File: config.mk
export PLATFORM = sky130hd
export DESIGN_NAME = quad_and_gate_tester
export DESIGN_NICKNAME = d
export VERILOG_FILES = /design/src/rtl/quad_gate_tester_pkg.sv /design/src/rtl/gate_test_settle_timer.sv /design/src/rtl/quad_and_gate_tester.sv
export SDC_FILE = /design/constraint.sdc
export NUM_CORES = 1
export LEC_CHECK = 0
export ABC_AREA = 1
export BUFFER_PORTS_ARGS = -buffer_cell sky130_fd_sc_hd__buf_4
export CAP_MARGIN = 10
export CORE_MARGIN = 4
export CORE_UTILIZATION = 50
export CTS_CLUSTER_SIZE = 8
export DETAILED_ROUTE_END_ITERATION = 10
export HOLD_SLACK_MARGIN = 0.05
export PLACE_DENSITY = 0.83
export SYNTH_ARGS = -nofsm -noshare
export SYNTH_HDL_FRONTEND = slang
export SYNTH_SLANG_ARGS = --single-unit
File: constraint.sdc
create_clock -name clk -period 3.55 [get_ports clk]
set_clock_uncertainty 0.05 [all_clocks]
set_input_delay 0.5325 -clock clk [delete_from_list [all_inputs] [get_ports clk]]
set_output_delay 0.5325 -clock clk [all_outputs]
set_load 0.03 [all_outputs]
File: src/rtl/quad_gate_tester_pkg.sv
// Shared types and constants for the quad AND gate tester.
// States, widths and the reference gate function.
package quad_gate_tester_pkg;

  localparam int VEC_W = 8;
  localparam int CNT_W = 9;
  localparam int CH_N = 4;
  localparam int SYNC_STAGES = 2;

  typedef enum logic [2:0] {
    IDLE,
    APPLY,
    SETTLE,
    CHECK,
    DONE
  } state_t;

  function automatic logic [CH_N-1:0] and_expect(
    input logic [CH_N-1:0] a,
    input logic [CH_N-1:0] b
  );
    return a & b;
  endfunction

endpackage

File: src/rtl/gate_test_settle_timer.sv
// Loadable down-counter pacing the settle window.
// zero flags the cycle in which the count runs out.
module gate_test_settle_timer #(
  parameter int W = 4
) (
  input  logic         clk,
  input  logic         rst_n,
  input  logic         load,
  input  logic [W-1:0] load_val,
  output logic         zero
);

  logic [W-1:0] cnt;

  // Load on request, otherwise count down and hold at zero.
  always_ff @(posedge clk or negedge rst_n) begin
    if (!rst_n) begin
      cnt <= '0;
    end else if (load) begin
      cnt <= load_val;
    end else if (cnt != '0) begin
      cnt <= cnt - 1'b1;
    end
  end

  // The count reaches zero on the coming edge.
  assign zero = (cnt <= W'(1));

endmodule

File: src/rtl/quad_and_gate_tester.sv
// Exhaustive 256-vector sequencer for a quad 2-input AND gate.
// QUAD_GATE_TESTER_SYNC_EN adds a 2-flop dut_y synchronizer.
module quad_and_gate_tester
  import quad_gate_tester_pkg::*;
#(
  parameter int SETTLE_CYCLES = 2
) (
  input  logic             clk,
  input  logic             rst_n,
  input  logic             start,
  input  logic             abort,
  output logic [CH_N-1:0]  dut_a,
  output logic [CH_N-1:0]  dut_b,
  input  logic [CH_N-1:0]  dut_y,
  output logic             busy,
  output logic             done,
  output logic             pass,
  output logic [CH_N-1:0]  fail_mask,
  output logic [CNT_W-1:0] fail_count,
  output logic [VEC_W-1:0] first_fail_vec
);

`ifdef QUAD_GATE_TESTER_SYNC_EN
  localparam int SETTLE_EFF = SETTLE_CYCLES + SYNC_STAGES;
  localparam int TMR_W = 5;
`else
  localparam int SETTLE_EFF = SETTLE_CYCLES;
  localparam int TMR_W = 4;
`endif

  localparam logic [TMR_W-1:0] SETTLE_LD =
    TMR_W'(SETTLE_EFF);
  localparam logic [VEC_W-1:0] VEC_LAST = '1;

  state_t state;
  state_t state_nxt;

  logic [VEC_W-1:0] vec;
  logic [CH_N-1:0]  y_cmp;
  logic [CH_N-1:0]  diff;
  logic             miss;
  logic [CNT_W-1:0] cnt_nxt;
  logic             tmr_zero;
  logic             idle_or_done;

`ifdef QUAD_GATE_TESTER_SYNC_EN
  logic [CH_N-1:0] y_s1;
  logic [CH_N-1:0] y_s2;

  // Resynchronize the external gate outputs.
  always_ff @(posedge clk or negedge rst_n) begin
    if (!rst_n) begin
      y_s1 <= '0;
      y_s2 <= '0;
    end else begin
      y_s1 <= dut_y;
      y_s2 <= y_s1;
    end
  end

  assign y_cmp = y_s2;
`else
  assign y_cmp = dut_y;
`endif

  assign diff = y_cmp ^ and_expect(dut_a, dut_b);
  assign miss = (diff != '0);
  assign cnt_nxt = fail_count + CNT_W'(miss);
  assign idle_or_done = (state == IDLE) ||
                        (state == DONE);

  gate_test_settle_timer #(
    .W(TMR_W)
  ) u_timer (
    .clk      (clk),
    .rst_n    (rst_n),
    .load     (state == APPLY),
    .load_val (SETTLE_LD),
    .zero     (tmr_zero)
  );

  // State register.
  always_ff @(posedge clk or negedge rst_n) begin
    if (!rst_n) begin
      state <= IDLE;
    end else begin
      state <= state_nxt;
    end
  end

  // Next-state logic; abort overrides everything.
  always_comb begin
    state_nxt = state;
    if (abort) begin
      state_nxt = IDLE;
    end else begin
      case (state)
        IDLE, DONE: begin
          if (start) state_nxt = APPLY;
        end
        APPLY: begin
          state_nxt = (SETTLE_EFF == 0) ?
                      CHECK : SETTLE;
        end
        SETTLE: begin
          if (tmr_zero) state_nxt = CHECK;
        end
        CHECK: begin
          state_nxt = (vec == VEC_LAST) ?
                      DONE : APPLY;
        end
        default: state_nxt = IDLE;
      endcase
    end
  end

  // Status outputs decoded from the state.
  always_comb begin
    busy = 1'b0;
    done = 1'b0;
    unique case (1'b1)
      (state == APPLY),
      (state == SETTLE),
      (state == CHECK): busy = 1'b1;
      (state == DONE):  done = 1'b1;
      default: ;
    endcase
  end

  // Vector drive, result accumulation and pass flag.
  always_ff @(posedge clk or negedge rst_n) begin
    if (!rst_n) begin
      vec            <= '0;
      dut_a          <= '0;
      dut_b          <= '0;
      pass           <= 1'b0;
      fail_mask      <= '0;
      fail_count     <= '0;
      first_fail_vec <= '0;
    end else if (abort) begin
      if (state != IDLE) begin
        vec   <= '0;
        dut_a <= '0;
        dut_b <= '0;
        pass  <= 1'b0;
      end
    end else begin
      if (idle_or_done && start) begin
        vec            <= '0;
        pass           <= 1'b0;
        fail_mask      <= '0;
        fail_count     <= '0;
        first_fail_vec <= '0;
      end
      if (state == APPLY) begin
        dut_a <= vec[CH_N-1:0];
        dut_b <= vec[VEC_W-1:CH_N];
      end
      if (state == CHECK) begin
        if (miss) begin
          fail_mask  <= fail_mask | diff;
          fail_count <= cnt_nxt;
          if (fail_count == '0) begin
            first_fail_vec <= vec;
          end
        end
        if (vec == VEC_LAST) begin
          pass <= (cnt_nxt == '0);
        end else begin
          vec <= vec + 1'b1;
        end
      end
    end
  end

endmodule

# After elaboration in Yosys (flattened, before gate mapping)
# Index checks and enable logic that the tools add are counted.
[classes] n_addsub=3 n_lt_le_gt_ge=1 eq_ne=8 mux=34 bitwise=3 n_reduce_logical=14
[ops] cell="$mux W8" n=9
[ops] cell="$mux W4" n=10
[ops] cell="$mux W9" n=3
[ops] cell="$logic_not A9 Y1" n=2
[ops] cell="$mux W3" n=4
[ops] cell="$pmux W3 S4" n=1
[ops] cell="$add A9 B1 Y9" n=1
[ops] cell="$add A8 B1 Y8 const B" n=1
[ops] cell="$eq A8 B8 Y1 const B" n=1
[ops] cell="$reduce_bool A4 Y1" n=2
[ops] cell="$mux W1" n=7
[ops] cell="$eq A3 B2 Y1 const B" n=2
[ops] cell="$ne A3 B3 Y1 const B" n=2
[ops] cell="$and A4 B4 Y4" n=1
[ops] cell="$le A4 B1 Y1 const B" n=1
[ops] cell="$or A4 B4 Y4" n=1
[ops] cell="$reduce_and A2 Y1" n=2
[ops] cell="$reduce_bool A2 Y1" n=2
[ops] cell="$sub A4 B1 Y4 const B" n=1
[ops] cell="$xor A4 B4 Y4" n=1
[ops] cell="$eq A3 B1 Y1 const B" n=1
[ops] cell="$eq A3 B3 Y1 const B" n=1
[ops] cell="$logic_not A3 Y1" n=1
[ops] cell="$reduce_bool A3 Y1" n=1
[ops] cell="other kinds (5)" n=5
[word_totals] register_bits=45 input_bits=8 out_inout_bits=32

# Logic depth before layout (Yosys ltp)
# Gate-level depths: netlist of the first run.
[depth] depth_word=8 ltp_mapped=16

# By module
# From an unflattened synthesis of the first run, not the netlist that was laid out.
[unflattened] hier_cells=331 area_unflattened_um2=2651.3
[modules_own_cells] mod="quad_and_gate_tester" n_inst=1 cells_per_inst=298 area_per_inst_um2=2402.3 seq_area_each_um2=1026.0
[modules_own_cells] mod="gate_test_settle_timer" n_inst=1 cells_per_inst=33 area_per_inst_um2=249.0 seq_area_each_um2=100.1

# Least setup slack after synthesis of the first run
# Ideal clock, no wire load.
[synth_timing] kind="register -> register" from="register dut_a[3]" to="register pass" setup_ps=65 t_arrival_ps=2246 required_time_ps=3435 path_slack_ps=1188 path_stages_with_launch=15 n_path_buf=0 period_less_slack_ps=2362 path_cell_list="dfrtp_1 nand2_1 xnor2_1 nor2_1 nand2_2 ha_1 ha_1 or2_2 nor2_1 nand3_1 nor2_1 nand3_1 nand2_1 nand2_1 nand2_1"
[synth_between] elab_chain_cells=8
[synth_rtl] item="start, declared" line="quad_and_gate_tester.sv:12" rtl="output logic [CH_N-1:0] dut_a,"
[synth_rtl] item="start signal, assigned" line="quad_and_gate_tester.sv:156" rtl="dut_a <= vec[CH_N-1:0];"
[synth_rtl] item="$and A4 B4 Y4" line="quad_gate_tester_pkg.sv:22" rtl="return a & b;"
[synth_rtl] item="$xor A4 B4 Y4" line="quad_and_gate_tester.sv:66" rtl="assign diff = y_cmp ^ and_expect(dut_a, dut_b);"
[synth_rtl] item="$reduce_bool A4 Y1" line="quad_and_gate_tester.sv:67" rtl="assign miss = (diff != '0);"
[synth_rtl] item="$add A9 B1 Y9" line="quad_and_gate_tester.sv:68" rtl="assign cnt_nxt = fail_count + CNT_W'(miss);"
[synth_rtl] item="$logic_not A9 Y1" line="quad_and_gate_tester.sv:168" rtl="pass <= (cnt_nxt == '0);"
[synth_rtl] item="$mux W1" line="quad_and_gate_tester.sv:167" rtl="if (vec == VEC_LAST) begin"
[synth_rtl] item="$mux W1" line="quad_and_gate_tester.sv:159" rtl="if (state == CHECK) begin"
[synth_rtl] item="$mux W1" line="quad_and_gate_tester.sv:140" rtl="end else if (abort) begin"
[synth_rtl] item="end signal, assigned" line="quad_and_gate_tester.sv:168"
[synth_rtl] item="end, declared" line="quad_and_gate_tester.sv:17" rtl="output logic pass,"
# Every way passes these cells.
# A chain may end at the register's enable or synchronous reset.

# Final worst setup path of the first run
[layout_timing] from="register dut_a[2]" to="register pass"
# Same word-level chain as after synthesis.

==> results.cfg, run 1 <==
[placement]
dpl.hpwl_um = 3980
pre_cts_ws_ps = 1010
gp_congestion = 0.920
place_area_um2 = 2850
portBuffers = 39

[sta]
finalMaxSlewViolations = 0
hold_viol = 0
slew_headroom = 0.628
fmax_mhz = 423
setup-tns-final_ps = 0
holdWs_ps = 168
finalCriticalPeriod_ps = 2360
worst_pin_slew_ps = 558
setup_violations = 0
rsz0062_at_grt = no
setup_ws_ps = 1190
fin_crit_sh = 0.666

[power]
p_leak_nw = 1.49
peakVddDrop_uv = 313
p_per_area_nw_per_um2 = 482
p_total_mw = 1.41

[drt]
routed_wirelength_um = 5330
via_per_inst = 5.06
wl_per_cell_um = 12.3
drc_errors = 0
vias = 2203
drtAntennaViolNets = 0
drt_iter0_drc = 104
detail_route.first_pass.iterations = 4

[worst_setup_path]
critPathLaunchType = flip-flop
path_delay_family = simple AND/OR/NAND/NOR gates
endpoint_kind = flip-flop
critPathKind = reg2reg
cpMaxStageDelayCell = dfrtp_1
required_ps = 3740
cpMostUsedCell = nand2_1
critPathMaxFanout = 10
crit_chain = nand2_1, xnor2_1, nor2_1, nand2_2, ha_1, ha_1, or2_2, nor2_1, nand3_1, nor2_1, nand3_1, nand2_1, nand2_1, nand2_1
crit_buf_inv = 0
crit_arrival_ps = 2560
max_stage_delay_ps = 400

[outcome]
status = completed

[yosys]
yosys_warnings = 0
ys_ff_latch = 45
yosysUniqueCellTypes = 31
syn_area_per_cell_um2 = 7.69
synth_area_um2 = 2490
yosysSeqAreaShare = 0.452
syn_inst = 324
synth_nets = 338

[clocking]
cts-resized-gates = 0
post_cts_buffers = 0
clkTransAtPathRegs_ps = 90
cts_max_path_buffers = 2
hold_buffers = 0
cts_buffers = 5
clock_latency_ps = 300
cts_tree = done
clockRootBuffer = clkbuf_8
cts_sinks = 45
cts_max_level = 2

[floorplanning]
die_area_um2 = 6180
die_w_um = 78.6
std_cell_rows = 25
core_area_um2 = 4790
die_y_um = 78.6
initial_core_util = 0.521
ioPinCount = 40

[global_route]
grt_usage = 0.185
grtUsageMet2 = 0.312
grt_overflow = 0
grt_start_max_net_pins = 46
grt_pass1_vias = 2058
top_usage_layer = met2
grt_pass1_wl_um = 9310
grtUsageMet3 = 0.0447
antenna_found_initial = 0
use_met1 = 0.235

[cells_and_area]
fin_nets = 381
n_antenna_cell = 0
area_growth_pct = 17.9
final_cell_area_um2 = 2940
drive_gt1_frac = 0.190

[run]
drv_cap = 0

[worst_hold_path]
hold_class = in2async
final timing paths:
| path | slack, ps | from | to | depth (start not counted) |
|---|---|---|---|---|
| max | 1190 | dut_a[2]$_DFFE_PN0P_ | pass$_DFFE_PN0P_ | 14 |
| min | 170 | rst_n | first_fail_vec[4]$_DFFE_PN0N_ | 1 |
| max reg2reg | 1190 | dut_a[2]$_DFFE_PN0P_ | pass$_DFFE_PN0P_ | 14 |
| min reg2reg | 460 | fail_mask[0]$_DFFE_PN0N_ | fail_mask[0]$_DFFE_PN0N_ | 2 |
| max in group asynchronous | 2900 | rst_n | state[1]$_DFFE_PN0P_ | 1 |
| min in group clk | 460 | fail_mask[0]$_DFFE_PN0N_ | fail_mask[0]$_DFFE_PN0N_ | 2 |
metrics by stage:
| stage | utilization | cells |
|---|---|---|
| finish | 0.614 | 435 |
| floorplan | - | 324 |
| detailed placement | 0.595 | 427 |
| CTS | 0.614 | 435 |
| global route | 0.614 | 435 |
| global placement | 0.595 | 427 |
registers in the layout, indices dropped and copies added (netlist names):
name            count
dut_b               4
fail_mask           4
u_timer.cnt         4
fail_count          9
state               3
vec                 8
first_fail_vec      8
pass                1
dut_a               4
power breakdown:
group,internal (mW),leakage (nW),switching (mW)
Clock,0.140,0.0481,0.182
Sequential,0.578,0.617,0.0555
Combinational,0.157,0.825,0.303
Total,0.874,1.49,0.541
cell usage in the layout, fill, tap and decap left out:
cell      synthesis  routed
or2_2             3       3
xnor2_1           5       5
nor2_4            2       2
nand3_1          26      26
nor2_1           29      29
dfrtp_1          45      45
ha_1              6       6
clkbuf_8          0       5
clkinv_4          0       2
inv_4             1       1
o22ai_1           4       4
nand2_2           3       3
a21oi_2           1       1
buf_4             0      39
inv_1            32      32
inv_2             3       3
nand4_1           3       3
o21ai_1           2       2
nor2_2            3       3
clkinv_2          1       2
nand3b_1          1       1
nor3_4            1       1
o31ai_1           4       4
o21bai_1          1       1
nand2_1         107     107
o31ai_2           1       1
nand3_2           2       2
a21oi_1           8       8
o21ai_0          16      16
nor3_1            4       4
nand2_4           2       2
xor2_1            5       5
metal layers:
layer / vias to the layer above / part of all wire
met4: 0 / 0.012
met1: 1008 / 0.44
met5: - / 0
met3: 10 / 0.065
met2: 64 / 0.48
li1: 1121 / -
worst register-to-register path, stage by stage, from the launching register on:
cell and delay, ps:
dfrtp_1 400, nand2_1 80, xnor2_1 150, nor2_1 120, nand2_2 170, ha_1 270
ha_1 290, or2_2 290, nor2_1 110, nand3_1 80, nor2_1 80, nand3_1 70
nand2_1 60, nand2_1 40, nand2_1 50
area by class of cell:
class                   instances  area (um2)
fillers                       434        1850
multi-input cells             239        1200
flip-flops and latches         45        1130
repair buffers                 39         293
inverters                      37         143
well taps                      67        83.8
clock buffers                   5        68.8
clock inverters                 3        22.5
kinds of logic (layout without fill, tap and decap cells):
logic type	Yosys count	in the layout	share of synthesized area
adders and majority gates	6	6	0.0301
AOI/OAI and AO/OA	37	37	0.0859
xor gates and xnor gates	10	10	0.0352
DFF	45	45	0.452
and+or+nand+nor	186	186	0.331
buffers and inverters	40	84	0.0658
Yosys cell counts:
master / count / share of area
buf_6: 1 / 0.0045
xnor2_1: 5 / 0.018
dfrtp_1: 45 / 0.45
nand2_2: 3 / 0.0075
nand3b_1: 1 / 0.0030
or2_2: 3 / 0.0075
xor2_1: 5 / 0.018
a21oi_2: 1 / 0.0035
o21bai_1: 1 / 0.0030
a21oi_1: 8 / 0.016
ha_1: 6 / 0.030
nor2_1: 29 / 0.044
o21ai_1: 2 / 0.0040
nand2_1: 107 / 0.16
nor2_2: 3 / 0.0075
clkinv_2: 1 / 0.0020
buf_2: 2 / 0.0040
nand4_1: 3 / 0.0075
nor3_1: 4 / 0.0080
inv_4: 1 / 0.0025
nor2_4: 2 / 0.0090
inv_2: 3 / 0.0045
nor3_4: 1 / 0.0065
o31ai_2: 1 / 0.0050
nand3_1: 26 / 0.052
o22ai_1: 4 / 0.010
nand2_4: 2 / 0.0090
o21ai_0: 16 / 0.032
nand3_2: 2 / 0.0080
o31ai_1: 4 / 0.012
inv_1: 32 / 0.048
(Power assumes the default switching activity.)
==> run 2, diff against run 1 <==
==> constraint.sdc (replaced) <==
create_clock -name clk -period 2.2 [get_ports clk]
set_clock_uncertainty 0.05 [all_clocks]
set_input_delay 0.33 -clock clk [delete_from_list [all_inputs] [get_ports clk]]
set_output_delay 0.33 -clock clk [all_outputs]
set_load 0.03 [all_outputs]
==> results.cfg, run 2 (synthesis gave the netlist of run 1 again) <==
[clocking]
cts_sinks = 45
cts_buffers = 5
cts_max_level = 2
cts_max_path_buffers = 2
cts_tree = done
clock_latency_ps = 300
clkTransAtPathRegs_ps = 80
clockRootBuffer = clkbuf_8

[global_route]
grt_pass1_vias = 2175
grt_overflow = 0
grt_usage = 0.199
grt_start_max_net_pins = 46
antenna_found_initial = 0
grt_pass1_wl_um = 9850

[worst_setup_path]
critPathLaunchType = flip-flop
max_stage_delay_ps = 370
critPathMaxFanout = 3
crit_arrival_ps = 2260
cpMostUsedCell = nand2_1
critPathKind = reg2reg
cpMaxStageDelayCell = dfrtp_2
crit_buf_inv = 0
crit_path_start = dut_a[0]$_DFFE_PN0P_
required_ps = 2400
crit_chain = nand2_1, xnor2_2, nor2_1, nand2_2, ha_4, ha_4, or2_4, nor2_1, nand3_1, nor2_1, nand3_1, nand2_1, nand2_1, nand2_1
r2r-start = dut_a[0]$_DFFE_PN0P_
endpoint_kind = flip-flop
path_delay_family = simple AND/OR/NAND/NOR gates

[cells_and_area]
top_regs = fail_count x9, first_fail_vec x8, vec x8
layout.cells.most_common = nand2_1
final_cell_mix = nand2_1 (106), buf_4 (43), dfrtp_1 (37), inv_1 (32), nor2_1 (27)
area_growth_pct = 23.2
regMostFlops = fail_count
n_antenna_cell = 0
drive_gt1_frac = 0.247
fin_util = 0.641
fin_nets = 386
largest_register_ffs = 9

[worst_hold_path]
min_from = dut_y[1]
hold_class = in2reg

[floorplanning]
core_area_um2 = 4790
std_cell_rows = 25
die_area_um2 = 6180
die_y_um = 78.6
ioPinCount = 40
die_w_um = 78.6
initial_core_util = 0.521

[drt]
detail_route.first_pass.iterations = 4
vias = 2259
routed_wirelength_um = 5840
wl_per_cell_um = 13.3
drtAntennaViolNets = 0
via_per_inst = 5.13
drc_errors = 0
drt_iter0_drc = 153

[sta]
hold_viol = 0
holdWs_ps = 337
finalMaxSlewViolations = 0
fmax_mhz = 485
slew_headroom = 0.620
finalCriticalPeriod_ps = 2060
fin_crit_sh = 0.937
setup_violations = 0
worst_pin_slew_ps = 570

[run]
drv_cap = 0

[power]
p_per_area_nw_per_um2 = 774
peakVddDrop_uv = 421
p_leak_nw = 1.54

[outcome]
status = completed

[placement]
dpl.hpwl_um = 4280
gp_congestion = 0.892
portBuffers = 39
[run 2: changes by cell type in the layout (fill, tap and decap cells not counted), moves of 4 or more]
cell	delta
xnor2_1	-4
dfrtp_2	+8
xnor2_2	+4
dfrtp_1	-8
buf_4	+4
[run 2: worst paths after layout]
path	endpoint	slack [ps]	cells after the start
worst max-delay path	pass$_DFFE_PN0P_	140	14
worst min-delay path	fail_mask[1]$_DFFE_PN0N_	340	4
worst max register to register	pass$_DFFE_PN0P_	140	14
worst min register to register	dut_b[3]$_DFFE_PN0P_	460	2
max in group asynchronous	dut_b[3]$_DFFE_PN0P_	1170	2
min in group asynchronous	vec[1]$_DFFE_PN0P_	510	2
[run 2: repair_timing]
item / 4_1_cts / 5_1_grt
setup buffers: 0 / 3
gates resized for setup: 0 / 10
endpoints found under the setup margin: 0 / 1
endpoints found under the hold margin: 45 / 0
hold buffers: 1 / 0
[run 2: worst reg2reg max path, stage by stage, from the launching register on]
cell	delay [ps]
dfrtp_2	370
nand2_1	90
xnor2_2	160
nor2_1	140
nand2_2	90
ha_4	180
ha_4	210
or2_4	240
nor2_1	90
nand3_1	70
nor2_1	80
nand3_1	70
nand2_1	70
nand2_1	50
nand2_1	60
[run 2: power by group]
part | switching [mW] | internal (mW) | total [mW] | leakage (nW)
sequential | 0.0910 | 0.933 | 1.02 | 0.603
clock | 0.284 | 0.284 | 0.568 | 0.0542
combinational | 0.504 | 0.279 | 0.782 | 0.878
[run 2: per-stage QoR]
| step | area [um2] | power [mW] | cells | TNS [ps] | worst slack [ps] |
|---|---|---|---|---|---|
| 2_1_floorplan | 2530 | 1.58 | 324 | 0 | 25.5 |
| 3_3_place_gp | 2890 | 1.78 | 428 | 0 | 149 |
| 3_5_place_dp | 2890 | 1.81 | 428 | 0 | 105 |
| 4_1_cts | 3000 | 2.38 | 437 | 0 | 101 |
| 5_1_grt | 3070 | 2.53 | 440 | -20.0 | -20.0 |
| 6_report | 3070 | 2.38 | 440 | 0 | 139 |
[run 2: layout make-up]
class / instances / area (um2)
sequential: 45 / 1140
inverter: 37 / 143
fill: 422 / 1720
multi-input combinational: 239 / 1270
timing repair buffer: 44 / 333
clock buffer: 7 / 96.3
clock inverter: 1 / 5.00
tap: 67 / 83.8
[run 2: layer usage]
| layer | track usage | part of all wire |
|---|---|---|
| met1 | 0.236 | 0.42 |
| met2 | 0.357 | 0.53 |
| met3 | 0.0390 | 0.046 |
| met4 | 0.0682 | 0.012 |
| met5 | 0 | 0 |
==> run 3, diff against run 2 <==
--- a/config.mk
+++ b/config.mk
@@ -5,7 +5,6 @@
 export SDC_FILE = /design/constraint.sdc
 export NUM_CORES = 1
 export LEC_CHECK = 0
-export ABC_AREA = 1
 export BUFFER_PORTS_ARGS = -buffer_cell sky130_fd_sc_hd__buf_4
 export CAP_MARGIN = 10
 export CORE_MARGIN = 4
==> results.cfg, run 3 <==
[worst_setup_path]
critPathKind = reg2reg
rr_endpoint = fail_count[7]$_DFFE_PN0N_
r2r-start = dut_b[2]$_DFFE_PN0P_
reg2reg_depth = 8
critPathLaunchType = flip-flop
required_ps = 2350
crit_arrival_ps = 2260
critPathMaxFanout = 4
r2r_slack_ps = 90
endpoint_kind = flip-flop

[global_route]
grt_overflow = 0
grt_pass1_vias = 2143
grt_pass1_wl_um = 10100
grt_start_max_net_pins = 46
grt_usage = 0.204
antenna_found_initial = 0

[sta]
setup_ws_ps = 91.0
setup_violations = 0
rsz0062_at_grt = yes
setup-tns-final_ps = 0
finalMaxSlewViolations = 0
slew_headroom = 0.486
worst_pin_slew_ps = 769
fin_crit_sh = 0.959
finalCriticalPeriod_ps = 2110
hold_viol = 0
fmax_mhz = 474

[cells_and_area]
top_regs = fail_count x9, first_fail_vec x8, vec x8
regMostFlops = fail_count
final_cell_mix = buf_4 (58), dfrtp_1 (37), nand2_1 (32), nor2_1 (30), o21ai_0 (17)
area_growth_pct = 24.0
n_antenna_cell = 0
fillers = 401
fin_nets = 337
largest_register_ffs = 9
layout.cells.most_common = buf_4
drive_gt1_frac = 0.328
fin_util = 0.658

[yosys]
synth_nets = 285
synth_compound_area_frac = 0.128
yosys_warnings = 0
synthAdderAreaFrac = 0.0292
syn_inst = 271
synth_top_family_by_area = simple AND/OR/NAND/NOR gates
synthArstFlopShare = 1.00
synth_edf_count = 0
yosysUniqueCellTypes = 52
yosysSeqAreaShare = 0.438
synthXorXnorAreaFrac = 0.0238
synthTopCellsByArea = dfrtp_1 (44%), nand2_1 (4.8%), nor2_1 (4.4%)
synth_top_area_frac = 0.438
synth_ff_type = dfrtp_1
synth_area_um2 = 2570
netlist_top_cells_count = dfrtp_1 (45), nand2_1 (33), nor2_1 (30)
synth.largest_area_cell = dfrtp_1
yosysMostFrequentCell = dfrtp_1
syn_area_per_cell_um2 = 9.49
ys_ff_latch = 45
yosys.area_share.simple = 0.291
synth.mux.area_fraction = 0.0516

[drt]
drt_iter0_drc = 170
drtAntennaViolNets = 0
wl_per_cell_um = 15.6
via_per_inst = 5.65
vias = 2202
detail_route.first_pass.iterations = 4
drc_errors = 0
routed_wirelength_um = 6080

[worst_hold_path]
hold_class = in2reg
min_to = state[2]$_DFFE_PN0P_
min_from = start
holdPathStages = 3

[placement]
portBuffers = 39
gp_congestion = 0.866
pre_cts_ws_ps = -97.1
dpl.hpwl_um = 4500

[power]
peakVddDrop_uv = 502
pwr-share-comb = 0.238
p_per_area_nw_per_um2 = 607
power_switching_mw = 0.608
switching_share = 0.314
pwr-share-clk = 0.274
power_frac_seq = 0.488
p_leak_nw = 1.48
power.internal_mw = 1.33

[clocking]
post_cts_buffers = 0
clkTransAtPathRegs_ps = 90
clock_latency_ps = 310
cts_buffers = 5
cts_max_level = 2
cts_sinks = 45
cts_tree = done
cts_max_path_buffers = 2
clockRootBuffer = clkbuf_8

[floorplanning]
ioPinCount = 40
core_area_um2 = 4850
die_area_um2 = 6350
initial_core_util = 0.530
std_cell_rows = 25
die_y_um = 79.7
die_w_um = 79.7

[run]
drv_cap = 0

[outcome]
status = completed
-- run 3: changes by cell type after synthesis, sizes merged, moves of 4 or more --
cell	previous run	this run
and2	0	11
and3	0	6
buf	3	9
clkbuf	0	5
inv	36	2
mux2	0	10
nand2	112	33
nand2b	0	10
nand3	28	9
nand3b	1	7
o31ai	5	1
or3	0	4
-- run 3: cell type report --
type	instances	area [um2]	area share
clock buffers	7	86.3	0.0271
inverters	2	7.51	0.00235
multi-input cells	210	1430	0.448
flip-flops and latches	45	1140	0.356
well taps	67	83.8	0.0263
repair buffers	59	445	0.140
-- run 3: power by group through the flow --
stage               Combinational (mW)  Sequential [mW]  Clock (mW)
finish                           0.461            0.944       0.531
global route                     0.509            0.955       0.577
CTS                              0.457            0.942       0.535
detailed placement               0.453            0.957           0
global placement                 0.433            0.954           0
floorplan                        0.302            0.959           0
-- run 3: timing repair --
item / CTS / global route
endpoints found under the hold margin: 45 / 0
pin swaps: 1 / 2
cloned: 0 / 0
setup endpoints to repair: 2 / 4
hold buffers: 1 / 0
resized for setup: 3 / 11
-- run 3: cell families (layout without fill, tap and decap cells) --
kind of cell,after synthesis,in the layout
AND/OR/NAND/NOR,138,138
AO/OA/AOI/OAI,47,47
flip-flops,45,45
buffers and inverters,16,68
multiplexers,12,12
XOR/XNOR,7,7
adder cells (fa/ha/maj),6,6
-- run 3: worst max path at each step --
stage               slack, ps                         to  cells after the start                 start
CTS                         3           pass$_DFFE_PN0P_                     10  dut_b[2]$_DFFE_PN0P_
finish                     90  fail_count[7]$_DFFE_PN0N_                      8  dut_b[2]$_DFFE_PN0P_
floorplan                 -20  fail_count[6]$_DFFE_PN0N_                      9  dut_a[2]$_DFFE_PN0P_
global placement           10           pass$_DFFE_PN0P_                     10  dut_b[2]$_DFFE_PN0P_
detailed placement       -100           pass$_DFFE_PN0P_                     10  dut_b[2]$_DFFE_PN0P_
global route              -10  fail_count[7]$_DFFE_PN0N_                      8  dut_b[2]$_DFFE_PN0P_
-- run 3: stage by stage --
step | area [um2] | cells | total power, mW | hold WS, ps
after floorplan | 2600 | 271 | 1.26 | -15.6
after global placement | 3020 | 382 | 1.39 | 315
after detailed placement | 3020 | 382 | 1.41 | 316
after CTS | 3130 | 390 | 1.93 | 267
after global routing | 3190 | 390 | 2.04 | 287
final | 3190 | 390 | 1.94 | 269
-- run 3: critical path, cell delays in order (launching register included) --
cell	delay, ps
dfrtp_2	400
nand2_2	70
xor2_2	190
nand4_1	160
ha_4	180
nand3_2	100
or3_4	420
and3_1	190
a221o_1	250
-- run 3: layer usage --
layer  vias to the layer above  wire, um  part of all wire  GRT usage
met1                      1075      2630              0.43      0.253
met2                        58      3060              0.50      0.350
met5                         -         0                 0          0
met3                        10       291             0.048     0.0418
li1                       1059         -                 -          -
met4                         0        99             0.016     0.0756
